$ cat config.mk
export PLATFORM = sky130hd
export DESIGN_NAME = estufa_ctrl
export DESIGN_NICKNAME = d
export VERILOG_FILES = /design/src/rtl/estufa_ctrl.sv
export SDC_FILE = /design/constraint.sdc
export NUM_CORES = 1
export LEC_CHECK = 0
export CORE_MARGIN = 8
export CORE_UTILIZATION = 55
export DETAILED_ROUTE_END_ITERATION = 7
export PLACE_DENSITY = 0.87
export SYNTH_ARGS = -nofsm -noshare
export SYNTH_HDL_FRONTEND = slang
export SYNTH_SLANG_ARGS = --single-unit
$ cat constraint.sdc
create_clock -name clk_2 -period 5.4 [get_ports clk_2]
set_input_delay 0.54 -clock clk_2 [delete_from_list [all_inputs] [get_ports clk_2]]
set_output_delay 0.54 -clock clk_2 [all_outputs]
set_load 0.02 [all_outputs]
$ cat src/rtl/estufa_ctrl.sv
// Greenhouse climate controller: drives heater/cooler from two threshold sensors,
// with minimum on-time, dead time, persistence-filtered latched fault and entry counters.
module estufa_ctrl #(
    parameter int unsigned MIN_ON        = 4,
    parameter int unsigned DEAD_TIME     = 2,
    parameter int unsigned FAULT_PERSIST = 3
) (
    input  logic       clk_2,
    input  logic       reset,
    input  logic [1:0] sens,
    input  logic       ack_fault,
    output logic       heater,
    output logic       cooler,
    output logic       alarm,
    output logic [2:0] state,
    output logic [7:0] heat_count,
    output logic [7:0] cool_count
);

    localparam int unsigned TW = 8;
    localparam int unsigned CW = 8;

    localparam logic [TW-1:0] MIN_LOAD   = TW'(MIN_ON - 1);
    localparam logic [TW-1:0] DEAD_LOAD  = TW'(DEAD_TIME - 1);
    localparam logic [CW-1:0] FAULT_LAST = CW'(FAULT_PERSIST - 1);

    localparam logic [1:0] CODE_COLD = 2'b00;
    localparam logic [1:0] CODE_OK   = 2'b10;
    localparam logic [1:0] CODE_HOT  = 2'b11;
    localparam logic [1:0] CODE_BAD  = 2'b01;

    typedef enum logic [2:0] {
        IDLE  = 3'd0,
        HEAT  = 3'd1,
        COOL  = 3'd2,
        DEAD  = 3'd3,
        FAULT = 3'd4
    } state_t;

    state_t        cur;
    state_t        nxt;
    logic [1:0]    sync0;
    logic [1:0]    s;
    logic [TW-1:0] timer;
    logic [TW-1:0] timer_nxt;
    logic [CW-1:0] fault_cnt;
    logic [CW-1:0] fault_cnt_nxt;
    logic [7:0]    heat_nxt;
    logic [7:0]    cool_nxt;
    logic          fault_hit;

    // Two-flop synchronizer; resets to the "ok" code so nothing fires out of reset
    always_ff @(posedge clk_2 or negedge reset) begin
        if (!reset) begin
            sync0 <= CODE_OK;
            s     <= CODE_OK;
        end else begin
            sync0 <= sens;
            s     <= sync0;
        end
    end

    // Persistence filter: counts consecutive inconsistent samples
    always_comb begin
        fault_cnt_nxt = '0;
        if (s == CODE_BAD) begin
            fault_cnt_nxt = (fault_cnt == '1) ? fault_cnt : fault_cnt + CW'(1);
        end
        fault_hit = (s == CODE_BAD) && (fault_cnt == FAULT_LAST);
    end

    // Next-state, timer and counter update
    always_comb begin
        nxt       = IDLE;
        timer_nxt = timer;
        heat_nxt  = heat_count;
        cool_nxt  = cool_count;
        case (cur)
            IDLE: begin
                if (s == CODE_COLD) begin
                    nxt       = HEAT;
                    timer_nxt = MIN_LOAD;
                    heat_nxt  = (heat_count == '1) ? heat_count : heat_count + 8'd1;
                end else if (s == CODE_HOT) begin
                    nxt       = COOL;
                    timer_nxt = MIN_LOAD;
                    cool_nxt  = (cool_count == '1) ? cool_count : cool_count + 8'd1;
                end else begin
                    nxt = IDLE;
                end
            end
            HEAT: begin
                if (timer != '0) begin
                    nxt       = HEAT;
                    timer_nxt = timer - TW'(1);
                end else if (s == CODE_COLD) begin
                    nxt = HEAT;
                end else begin
                    nxt       = DEAD;
                    timer_nxt = DEAD_LOAD;
                end
            end
            COOL: begin
                if (timer != '0) begin
                    nxt       = COOL;
                    timer_nxt = timer - TW'(1);
                end else if (s == CODE_HOT) begin
                    nxt = COOL;
                end else begin
                    nxt       = DEAD;
                    timer_nxt = DEAD_LOAD;
                end
            end
            DEAD: begin
                if (timer == '0) begin
                    nxt = IDLE;
                end else begin
                    nxt       = DEAD;
                    timer_nxt = timer - TW'(1);
                end
            end
            FAULT: begin
                if (ack_fault && (s != CODE_BAD)) begin
                    nxt       = DEAD;
                    timer_nxt = DEAD_LOAD;
                end else begin
                    nxt = FAULT;
                end
            end
            default: nxt = IDLE;
        endcase
        // A persistent fault overrides whatever the state machine wanted this edge
        if (fault_hit) begin
            nxt       = FAULT;
            timer_nxt = timer;
            heat_nxt  = heat_count;
            cool_nxt  = cool_count;
        end
    end

    always_ff @(posedge clk_2 or negedge reset) begin
        if (!reset) begin
            cur        <= IDLE;
            timer      <= '0;
            fault_cnt  <= '0;
            heat_count <= '0;
            cool_count <= '0;
            heater     <= 1'b0;
            cooler     <= 1'b0;
            alarm      <= 1'b0;
        end else begin
            cur        <= nxt;
            timer      <= timer_nxt;
            fault_cnt  <= fault_cnt_nxt;
            heat_count <= heat_nxt;
            cool_count <= cool_nxt;
            heater     <= (nxt == HEAT);
            cooler     <= (nxt == COOL);
            alarm      <= (nxt == FAULT);
        end
    end

    assign state = cur;

endmodule
---- After elaboration in Yosys (flattened, before gate mapping) ----
Cells that the tools add are included.
W data, S select, Z words.
storage, ports and cells
  output and inout port bits .............. 22
  register bits after elaboration ......... 42
  word-level logic and storage cells ...... 69
  input bits .............................. 5
cells by class
  mux-type cells .......................... 21
  $add $sub $neg .......................... 4
  reductions and logical operators ........ 10
  bitwise operators ....................... 4
  equality and inequality tests ........... 20
operators with widths
  kind                   count
  $mux W8                10
  $pmux W8 S5            1
  $add A8 B1 Y8 const B  3
  $eq A8 B8 Y1 const B   3
  $pmux W3 S5            1
  $mux W2                5
  $eq A3 B2 Y1 const B   3
  $ne A3 B3 Y1 const B   3
  $eq A8 B2 Y1 const B   1
  $logic_not A8 Y1       1
  $reduce_bool A8 Y1     1
  $sub A8 B1 Y8 const B  1
  $reduce_and A7 Y1      1
  $eq A3 B1 Y1 const B   2
  $eq A3 B3 Y1 const B   2
  $mux W3                2
  $ne A2 B2 Y1 const B   3
  $reduce_and A5 Y1      1
  $reduce_bool A5 Y1     1
  $not A1 Y1             4
  $reduce_and A4 Y1      1
  $logic_not A3 Y1       1
  $eq A2 B1 Y1 const B   1
  $eq A2 B2 Y1 const B   1
  4 further kinds        6

---- Depth between registers and ports, before layout ----
Gate-level depths: netlist of the first run.
  word-level depth ........................ 6
  gate-level depth with buffers ........... 8

---- Least setup slack after synthesis of the first run ----
No wires, ideal clock.
  path kind ............................... reg-to-reg
  from .................................... reg timer[0]
  to ...................................... reg cooler
  arrival ................................. 2.113 ns
  stages on the path, launching flop included .. 8
  buffers on the path ..................... 0
  path slack .............................. 3.193 ns
  setup time .............................. 0.094 ns
  cells stage by stage .................... dfrtp_1 -> inv_1 -> ha_1 -> or4b_4 -> or2_0 -> or3_1 -> a211o_1 -> nor4b_4
between the ends
  cells in the longest elaborated chain, start to end .. 5
RTL lines
  item                                                    RTL line      text
  start, declared                                         44            logic [TW-1:0] timer;
  start signal, assigned                                  153           timer <= timer_nxt;
  $logic_not A8 Y1 or $reduce_bool A8 Y1 (tied branches)  115, 93, 104
  $mux W2, or another cell as far along                   115           if (timer == '0) begin
  $pmux W3 S5 *                                           78            case (cur)
  $mux W3 *                                               133           if (fault_hit) begin
  $eq A3 B2 Y1 *                                          158           cooler <= (nxt == COOL);
  end signal, assigned                                    158
  end, declared                                           13            output logic cooler,
Every way passes the cells marked *; elsewhere a longest branch is shown, timed or not.
A chain may end at the register's enable or synchronous reset.

---- Final worst setup path of the first run ----
  from .................................... reg cur[2] (netlist: state[2])
  to ...................................... reg timer[1]
between the ends
  cells in the longest elaborated chain, start to end .. 3
RTL lines
  item                                                         RTL line  text
  start, declared                                              40        state_t cur;
  start signal, assigned                                       152       cur <= nxt;
  $eq A3 B2 Y1, or another cell as far along                   78
  $ne A3 B3 Y1 (no source line), or another cell as far along  --
  $reduce_and A7 Y1 (no source line)                           --
Parallel ways exist; a longest one is shown, timed or not.

==> results_dict.tcl, run 1 <==
set metrics [dict create \
    synthArstFlopShare_pct 100 \
    p_leak_uw 0.00117 \
    synth_compound_area_share_pct 13.2 \
    slew_violations 0 \
    clk_pin_slew_ns 0.08 \
    rows 22 \
    relSlewSlack_pct 33.9 \
    cts.sink_count 42 \
    cap_violations 0 \
    insertion_delay_ns 0.30 \
    post-route-period-util_pct 52.7 \
    grt_start_max_net_pins 43 \
    nets 249 \
    drt_wl_total_um 4480 \
    dr.max_layer_used "met4" \
    cts_hold_buffers 0 \
    synthAdderAreaFrac_pct 5.22 \
    setup_tns_ns 0 \
    finalCriticalPeriod_ns 2.84 \
    drt-met1-wl_um 1860 \
    grt_pass1_wl_um 7550 \
    yosys_warnings 0 \
    synth_top_family_by_area "simple AND/OR/NAND/NOR gates" \
    coreArea_um2 3720 \
    hpwlAfterDp_um 3090 \
    setup_violations 0 \
    yosys.area_share.simple_pct 22.1 \
    synth_seq_cells 42 \
    io_pins 27 \
    drive_gt1_share_pct 6.78 \
    crit_required_ns 5.61 \
    gp_congestion 0.896 \
    wl_per_cell_um 15.8 \
    ir_drop_uv 225 \
    worstPathArrival_ns 3.06 \
    area_growth_syn_to_layout_pct 18.5 \
    track_usage_pct 15.1 \
    first_global_vias 1624 \
    syn-cell-area_um2 2160 \
    path_max_fanout 15 \
    io_buffers 26 \
    grt_setup_unrepaired "false" \
    fmax_mhz 352 \
    worst_slack_ns 2.56 \
    drt_drc_violations_left 0 \
    cp-end-kind "register" \
    worstSetupPathType "reg2reg" \
    antenna_cells 0 \
    postCtsResizedCells 0 \
    syn_area_per_cell_um2 10.3 \
    yosys.cell_types.count 41 \
    clock_skew_ns 0.00269 \
    p_per_area_nw_per_um2 459 \
    tightest_slew_ns 0.986 \
    synth_enable_flop_cells 0 \
    die_width_um 78.6 \
    grt_remaining_overflow 0 \
    post-cts-setup-buffers 0 \
    hold_viol 0 \
    place_ws_ns 2.62 \
    htree_levels 2 \
    ys_seq_area_share_pct 48.8 \
    numCtsBuffers 5 \
    synthCells 210 \
    muxShareOfSynthArea_pct 1.04 \
    synth_xor_area_share_pct 6.50 \
    viasPerCell 6.14 \
    die_y_um 78.6 \
    antenna_found_initial 0 \
    outcome "completed" \
    clockBufferDepth 2 \
    worstSetupStartpointType "register" \
    first_pass_iters 4 \
    num-fill-cells 301 \
    ant_nets 0 \
    root_buffer "clkbuf_8" \
    initial_core_util_pct 58.0 \
    dieArea_um2 6180 \
    dr_wl_met2_um 2170 \
    synth_nets 224 \
    met3_length_um 367 \
    min_path_type "reg2reg" \
    drt_iter0_drc 131 \
    num_vias 1743 \
    synth_ff_type "dfrtp_1" \
    tritoncts "built" \
]
==> final timing paths <==
path,endpoint,slack [ns],cells after the start,from
worst max-delay path,timer[1],2.56,5,state[2]
worst min-delay path,s[0],0.35,0,sync0[0]
worst max register to register,timer[1],2.56,5,state[2]
worst min register to register,s[0],0.35,0,sync0[0]
max in group asynchronous,fault_cnt[1],4.47,1,reset
min in group asynchronous,fault_cnt[6],0.36,1,reset
==> critical path, cell delays in order (launching register included) <==
cell and delay [ns]:
dfrtp_1 0.62, or3b_2 0.55, o22a_1 0.22, a211oi_1 0.81, o311ai_0 0.40, o21ai_0 0.17
==> layout make-up <==
class                   instances  area [µm²]  area share (%)
well taps                      48        60.1            2.35
clock buffers                   7        86.3            3.38
clock inverters                 1        30.0            1.17
repair buffers                 26         255            9.99
flip-flops and latches         42        1050            41.2
inverters                       9        33.8            1.32
multi-input cells             151        1040            40.6
==> routing by layer <==
layer  GRT usage (%)  vias up
met5               0        -
met4            6.67        0
met3            3.99        9
met2            24.7       79
met1            18.3      844
li1                -      811
==> layout by cell type (no fill, tap or decap), types with 4 or more instances in the layout <==
cell type        count
dfrtp_1             40
clkdlybuf4s50_1     25
o21ai_0             18
nor2_1              13
nand4_1             12
xnor2_1             12
inv_1                9
nand2_1              9
and3_1               9
ha_1                 9
a21oi_1              7
or3_1                6
nor3_1               6
clkbuf_8             6
and2_1               5
a22o_1               5
a211oi_1             4
xor2_1               4
a31oi_1              4
==> cells by family (layout without fill, tap and decap cells) <==
logic type,Yosys count,after routing
AOI/OAI and AO/OA,45,45
xor gates and xnor gates,16,16
adders and majority gates,9,9
buffers and inverters,17,43
DFF,42,42
muxes,2,2
and+or+nand+nor,79,79
==> stage by stage <==
| step | instances | cell area [µm²] | hold WS (ns) | utilization (%) | total power [µW] |
|---|---|---|---|---|---|
| after floorplan | 210 | 2160 | 0.244 | - | 760 |
| after global placement | 276 | 2440 | 0.331 | 65.7 | 890 |
| after detailed placement | 276 | 2440 | 0.336 | 65.7 | 911 |
| after CTS | 284 | 2560 | 0.354 | 68.8 | 1170 |
| after global routing | 284 | 2560 | 0.358 | 68.8 | 1250 |
| final | 284 | 2560 | 0.354 | 68.8 | 1170 |
==> registers in the layout, summed over array words and instances, names as in the netlist <==
signal,flops
alarm,1
cool_count,8
cooler,1
fault_cnt,8
heat_count,8
heater,1
s,2
state,3
sync0,2
timer,8
==> synth_stat cells (2+ instances only) <==
library cell | number | area share [%]
and2_1 | 5 | 1.5
xor2_1 | 4 | 1.6
nand3_1 | 2 | 0.46
nand2b_1 | 3 | 0.87
buf_2 | 2 | 0.46
or3_1 | 6 | 1.7
nand4_1 | 12 | 3.5
nand2_1 | 9 | 1.6
a22o_1 | 5 | 2.0
nor3_1 | 6 | 1.4
ha_1 | 9 | 5.2
and3_1 | 9 | 2.6
nor2_1 | 13 | 2.3
xnor2_1 | 12 | 4.9
dfrtp_1 | 40 | 46
clkbuf_1 | 6 | 1.0
dfstp_2 | 2 | 2.4
mux2_2 | 2 | 1.0
a21oi_1 | 7 | 1.6
o21ai_0 | 18 | 4.2
a211oi_1 | 4 | 1.4
nor4b_1 | 3 | 1.2
a21o_1 | 2 | 0.70
a31oi_1 | 4 | 1.2
inv_1 | 9 | 1.6
==> power by group <==
part           total [µW]  leakage [µW]  switching (µW)  internal (µW)
sequential            469      0.000548            90.6            379
combinational         446      0.000566             238            208
clock                 258     0.0000585             107            151
Note: power is estimated with default switching activity, not from simulation.
==> run 2, diff against run 1 <==
==> constraint.sdc (replaced) <==
create_clock -name clk_2 -period 2.8 [get_ports clk_2]
set_input_delay 0.28 -clock clk_2 [delete_from_list [all_inputs] [get_ports clk_2]]
set_output_delay 0.28 -clock clk_2 [all_outputs]
set_load 0.02 [all_outputs]
==> results_dict.tcl, run 2 (synthesis results as in run 1) <==
set metrics [dict create \
    path_cells "inv_1 > ha_1 > or4b_4 > or2_0 > or3_1 > a211o_1 > nor4b_4" \
    wl_per_cell_um 14.8 \
    final_common_cell "dfrtp_1" \
    cp-end-kind "register" \
    hpwlAfterDp_um 3120 \
    drt_iter0_drc 147 \
    fmax_mhz 433 \
    path_max_fanout 5 \
    final_cells 286 \
    outcome "completed" \
    first_global_vias 1575 \
    reg2reg_depth 7 \
    setup_tns_ns 0 \
    track_usage_pct 14.5 \
    nets 251 \
    hold_viol 0 \
    grt_remaining_overflow 0 \
    final_cell_mix "dfrtp_1, clkdlybuf4s50_1, o21ai_0" \
    num_vias 1666 \
    grt_start_max_net_pins 43 \
    grt_pass1_wl_um 7400 \
    rows 22 \
    insertion_delay_ns 0.29 \
    cts.sink_count 42 \
    htree_levels 2 \
    cts_hold_buffers 0 \
    coreArea_um2 3720 \
    drt_wl_total_um 4240 \
    ir_drop_uv 404 \
    die_width_um 78.6 \
    worstSetupStartpointType "register" \
    num-fill-cells 283 \
    worstPathArrival_ns 2.51 \
    worst_slack_ns 0.492 \
    worstSetupPathType "reg2reg" \
    crit_required_ns 3.00 \
    area_growth_syn_to_layout_pct 18.7 \
    relSlewSlack_pct 40.5 \
    io_pins 27 \
    drt_drc_violations_left 0 \
    cap_violations 0 \
    clock_skew_ns 0.00407 \
    p_per_area_nw_per_um2 868 \
    final_util_pct 68.9 \
    drive_gt1_share_pct 7.14 \
    postCtsResizedCells 0 \
    cp_slowest_cell "or4b_4" \
    cp_top_family "simple AND/OR/NAND/NOR gates" \
    gp_congestion 0.822 \
    first_pass_iters 4 \
    finalCriticalPeriod_ns 2.31 \
    grt_setup_unrepaired "false" \
    slowest_delay_ns 0.46 \
    p_leak_uw 0.00118 \
    post-route-period-util_pct 82.4 \
    slew_violations 0 \
    dieArea_um2 6180 \
    die_y_um 78.6 \
    io_buffers 26 \
    clk_pin_slew_ns 0.08 \
    antenna_found_initial 0 \
    tritoncts "built" \
    antenna_cells 0 \
    tightest_slew_ns 0.893 \
    setup_violations 0 \
    initial_core_util_pct 58.0 \
    viasPerCell 5.83 \
    crit_buf_inv 1 \
    place_ws_ns 0.504 \
    clockBufferDepth 2 \
    post-cts-setup-buffers 0 \
    root_buffer "clkbuf_8" \
    ant_nets 0 \
    numCtsBuffers 5 \
    crit_cells 7 \
    numPlacedInstances 278 \
    min_path_type "in2async" \
]
run 2: report_power, final:
group          leakage, µW  internal (µW)  switching (µW)
Sequential        0.000548            731             164
Combinational     0.000575            410             454
Clock            0.0000524            267             197
Total              0.00118           1410             816
run 2: worst paths after layout:
path	from	slack, ns	end
worst max-delay path	timer[0]	0.49	cooler
max in group asynchronous	reset	2.13	cool_count[1]
worst min-delay path	reset	0.10	fault_cnt[0]
worst max register to register	timer[0]	0.49	cooler
min in group clk_2	sync0[1]	0.36	s[1]
worst min register to register	sync0[1]	0.36	s[1]
run 2: through the flow:
stage | hold slack, ns | power (µW) | cell area (µm²)
floorplan | -0.0156 | 1470 | 2160
global placement | 0.332 | 1720 | 2450
detailed placement | 0.343 | 1770 | 2450
CTS | 0.141 | 2240 | 2560
global route | 0.189 | 2370 | 2560
finish | 0.104 | 2220 | 2560
run 2: area by class of cell:
type | count | area (µm²) | share of cell area, %
flip-flops and latches | 42 | 1050 | 41.1
clock inverters | 1 | 30.0 | 1.17
multi-input cells | 151 | 1040 | 40.5
well taps | 48 | 60.1 | 2.34
inverters | 9 | 33.8 | 1.32
clock buffers | 7 | 76.3 | 2.98
repair buffers | 28 | 270 | 10.6
run 2: routing by layer:
metal | wire length (µm) | GRT usage [%]
met5 | 0 | 0
met4 | 74 | 6.85
met3 | 250 | 3.08
met2 | 2030 | 23.4
met1 | 1880 | 18.1
==> run 3, diff against run 2 <==
--- a/config.mk
+++ b/config.mk
@@ -6,9 +6,9 @@
 export NUM_CORES = 1
 export LEC_CHECK = 0
 export CORE_MARGIN = 8
-export CORE_UTILIZATION = 55
+export CORE_UTILIZATION = 49
 export DETAILED_ROUTE_END_ITERATION = 7
-export PLACE_DENSITY = 0.87
+export PLACE_DENSITY = 0.83
 export SYNTH_ARGS = -nofsm -noshare
 export SYNTH_HDL_FRONTEND = slang
 export SYNTH_SLANG_ARGS = --single-unit
==> constraint.sdc (replaced) <==
create_clock -name clk_2 -period 2.1 [get_ports clk_2]
set_input_delay 0.21 -clock clk_2 [delete_from_list [all_inputs] [get_ports clk_2]]
set_output_delay 0.21 -clock clk_2 [all_outputs]
set_load 0.02 [all_outputs]
==> results_dict.tcl, run 3 (synthesis results as in run 1) <==
set metrics [dict create \
    outcome "finished, violations left" \
    violations "negative setup slack" \
    hpwlAfterDp_um 3370 \
    ir_drop_uv 396 \
    rows 24 \
    worst_slack_ns -0.122 \
    dieArea_um2 6780 \
    cell_internal_pwr_uw 2160 \
    area_growth_syn_to_layout_pct 32.3 \
    drive_gt1_share_pct 20.5 \
    seq_power_share_pct 33.8 \
    slew_violations 0 \
    drt_drc_violations_left 0 \
    viasPerCell 5.78 \
    insertion_delay_ns 0.29 \
    die_width_um 82.4 \
    finalCriticalPeriod_ns 2.22 \
    clock_skew_ns 0.00366 \
    cp_slowest_cell "or4b_4" \
    htree_levels 2 \
    setup_violations 3 \
    relSlewSlack_pct 58.4 \
    num-fill-cells 317 \
    num_vias 1820 \
    grt_setup_unrepaired "true" \
    initial_core_util_pct 50.2 \
    p_leak_uw 0.00132 \
    worstSetupPathType "reg2reg" \
    final_util_pct 66.5 \
    numPlacedInstances 303 \
    first_pass_iters 4 \
    tightest_slew_ns 0.618 \
    io_pins 27 \
    cap_violations 0 \
    first_global_vias 1761 \
    antenna_cells 0 \
    final_common_cell "dfrtp_1" \
    grt_pass1_wl_um 7890 \
    drt_iter0_drc 61 \
    hold_viol 0 \
    ant_nets 0 \
    die_y_um 82.4 \
    coreArea_um2 4290 \
    path_max_fanout 3 \
    combPwrFrac_pct 43.6 \
    fmax_mhz 450 \
    numCtsBuffers 5 \
    worstSetupStartpointType "register" \
    cts.sink_count 42 \
    grt_remaining_overflow 0 \
    crit_required_ns 2.30 \
    drt_wl_total_um 4780 \
    nets 276 \
    clk_pin_slew_ns 0.08 \
    post-route-period-util_pct 106 \
    cp-end-kind "register" \
    antenna_found_initial 0 \
    track_usage_pct 14.7 \
    slowest_delay_ns 0.45 \
    path_cells "inv_2 > ha_4 > or4b_4 > or2_1 > or3_1 > a211o_1 > nor4b_4" \
    final_cell_mix "dfrtp_1, clkdlybuf4s50_1, buf_4" \
    min_path_type "in2reg" \
    grt_start_max_net_pins 23 \
    final_cells 315 \
    root_buffer "clkbuf_8" \
    wl_per_cell_um 15.2 \
    io_buffers 26 \
    worstPathArrival_ns 2.42 \
    power_frac_clock_pct 22.6 \
    gp_congestion 0.840 \
    p_per_area_nw_per_um2 1170 \
    clockBufferDepth 2 \
    swShare_pct 35.5 \
    power.switching_uw 1190 \
    tritoncts "built" \
]
-- run 3: cell type report --
type	count	area, µm²	share of cell area (%)
clock inverter	3	68.8	2.41
inverter	9	33.8	1.18
sequential	42	1050	36.9
tap	52	65.1	2.28
timing repair buffer	53	464	16.3
clock buffer	5	68.8	2.41
multi-input combinational	151	1100	38.5
-- run 3: path summary, 6_finish.rpt --
path / endpoint / cells past startpoint / slack [ns] / from
setup / recovery: cooler / 7 / -0.12 / timer[0]
hold / removal: sync0[1] / 1 / 0.32 / sens[1]
setup reg to reg: cooler / 7 / -0.12 / timer[0]
hold reg to reg: s[1] / 0 / 0.36 / sync0[1]
max in group asynchronous: cool_count[7] / 3 / 1.06 / reset
min in group asynchronous: fault_cnt[0] / 2 / 0.40 / reset
-- run 3: critical path: cells and delay by family (launching register included) --
family                     cells  cell delay [ns]
AOI/OAI and AO/OA              1             0.32
adders and majority gates      1             0.13
and+or+nand+nor                4             1.20
DFF                            1             0.40
buffers and inverters          1             0.09
-- run 3: per-layer routing --
metal	global-route usage, %	routed length (µm)
met5	0	0
met1	17.8	1970
met3	3.14	343
met4	5.61	72
met2	25.1	2390
-- run 3: stage by stage --
| step | worst slack [ns] | total power [µW] | setup TNS [ns] | hold slack [ns] | instance area [µm²] |
|---|---|---|---|---|---|
| finish | -0.122 | 3350 | -0.301 | 0.318 | 2850 |
| global route | -0.255 | 3590 | -0.957 | 0.312 | 2850 |
| CTS | -0.131 | 3320 | -0.295 | 0.312 | 2810 |
| detailed placement | -0.160 | 2490 | -0.595 | 0.195 | 2620 |
| floorplan | -0.0715 | 1960 | -0.328 | -0.0856 | 2160 |
| global placement | -0.0841 | 2430 | -0.259 | 0.185 | 2620 |
-- run 3: power by group through the flow --
| stage | clock network [µW] | registers [µW] | logic, µW |
|---|---|---|---|
| after floorplan | 0 | 1260 | 699 |
| after global placement | 0 | 1130 | 1300 |
| after detailed placement | 0 | 1140 | 1350 |
| after CTS | 775 | 1130 | 1410 |
| after global routing | 817 | 1160 | 1620 |
| final | 755 | 1130 | 1460 |
-- run 3: timing repair --
action,4_1_cts,5_1_grt
hold buffers,1,0
pin swaps,2,4
hold endpoints to repair,18,0
buffers inserted,1,2
setup endpoints to repair,20,21
resized for setup,9,9
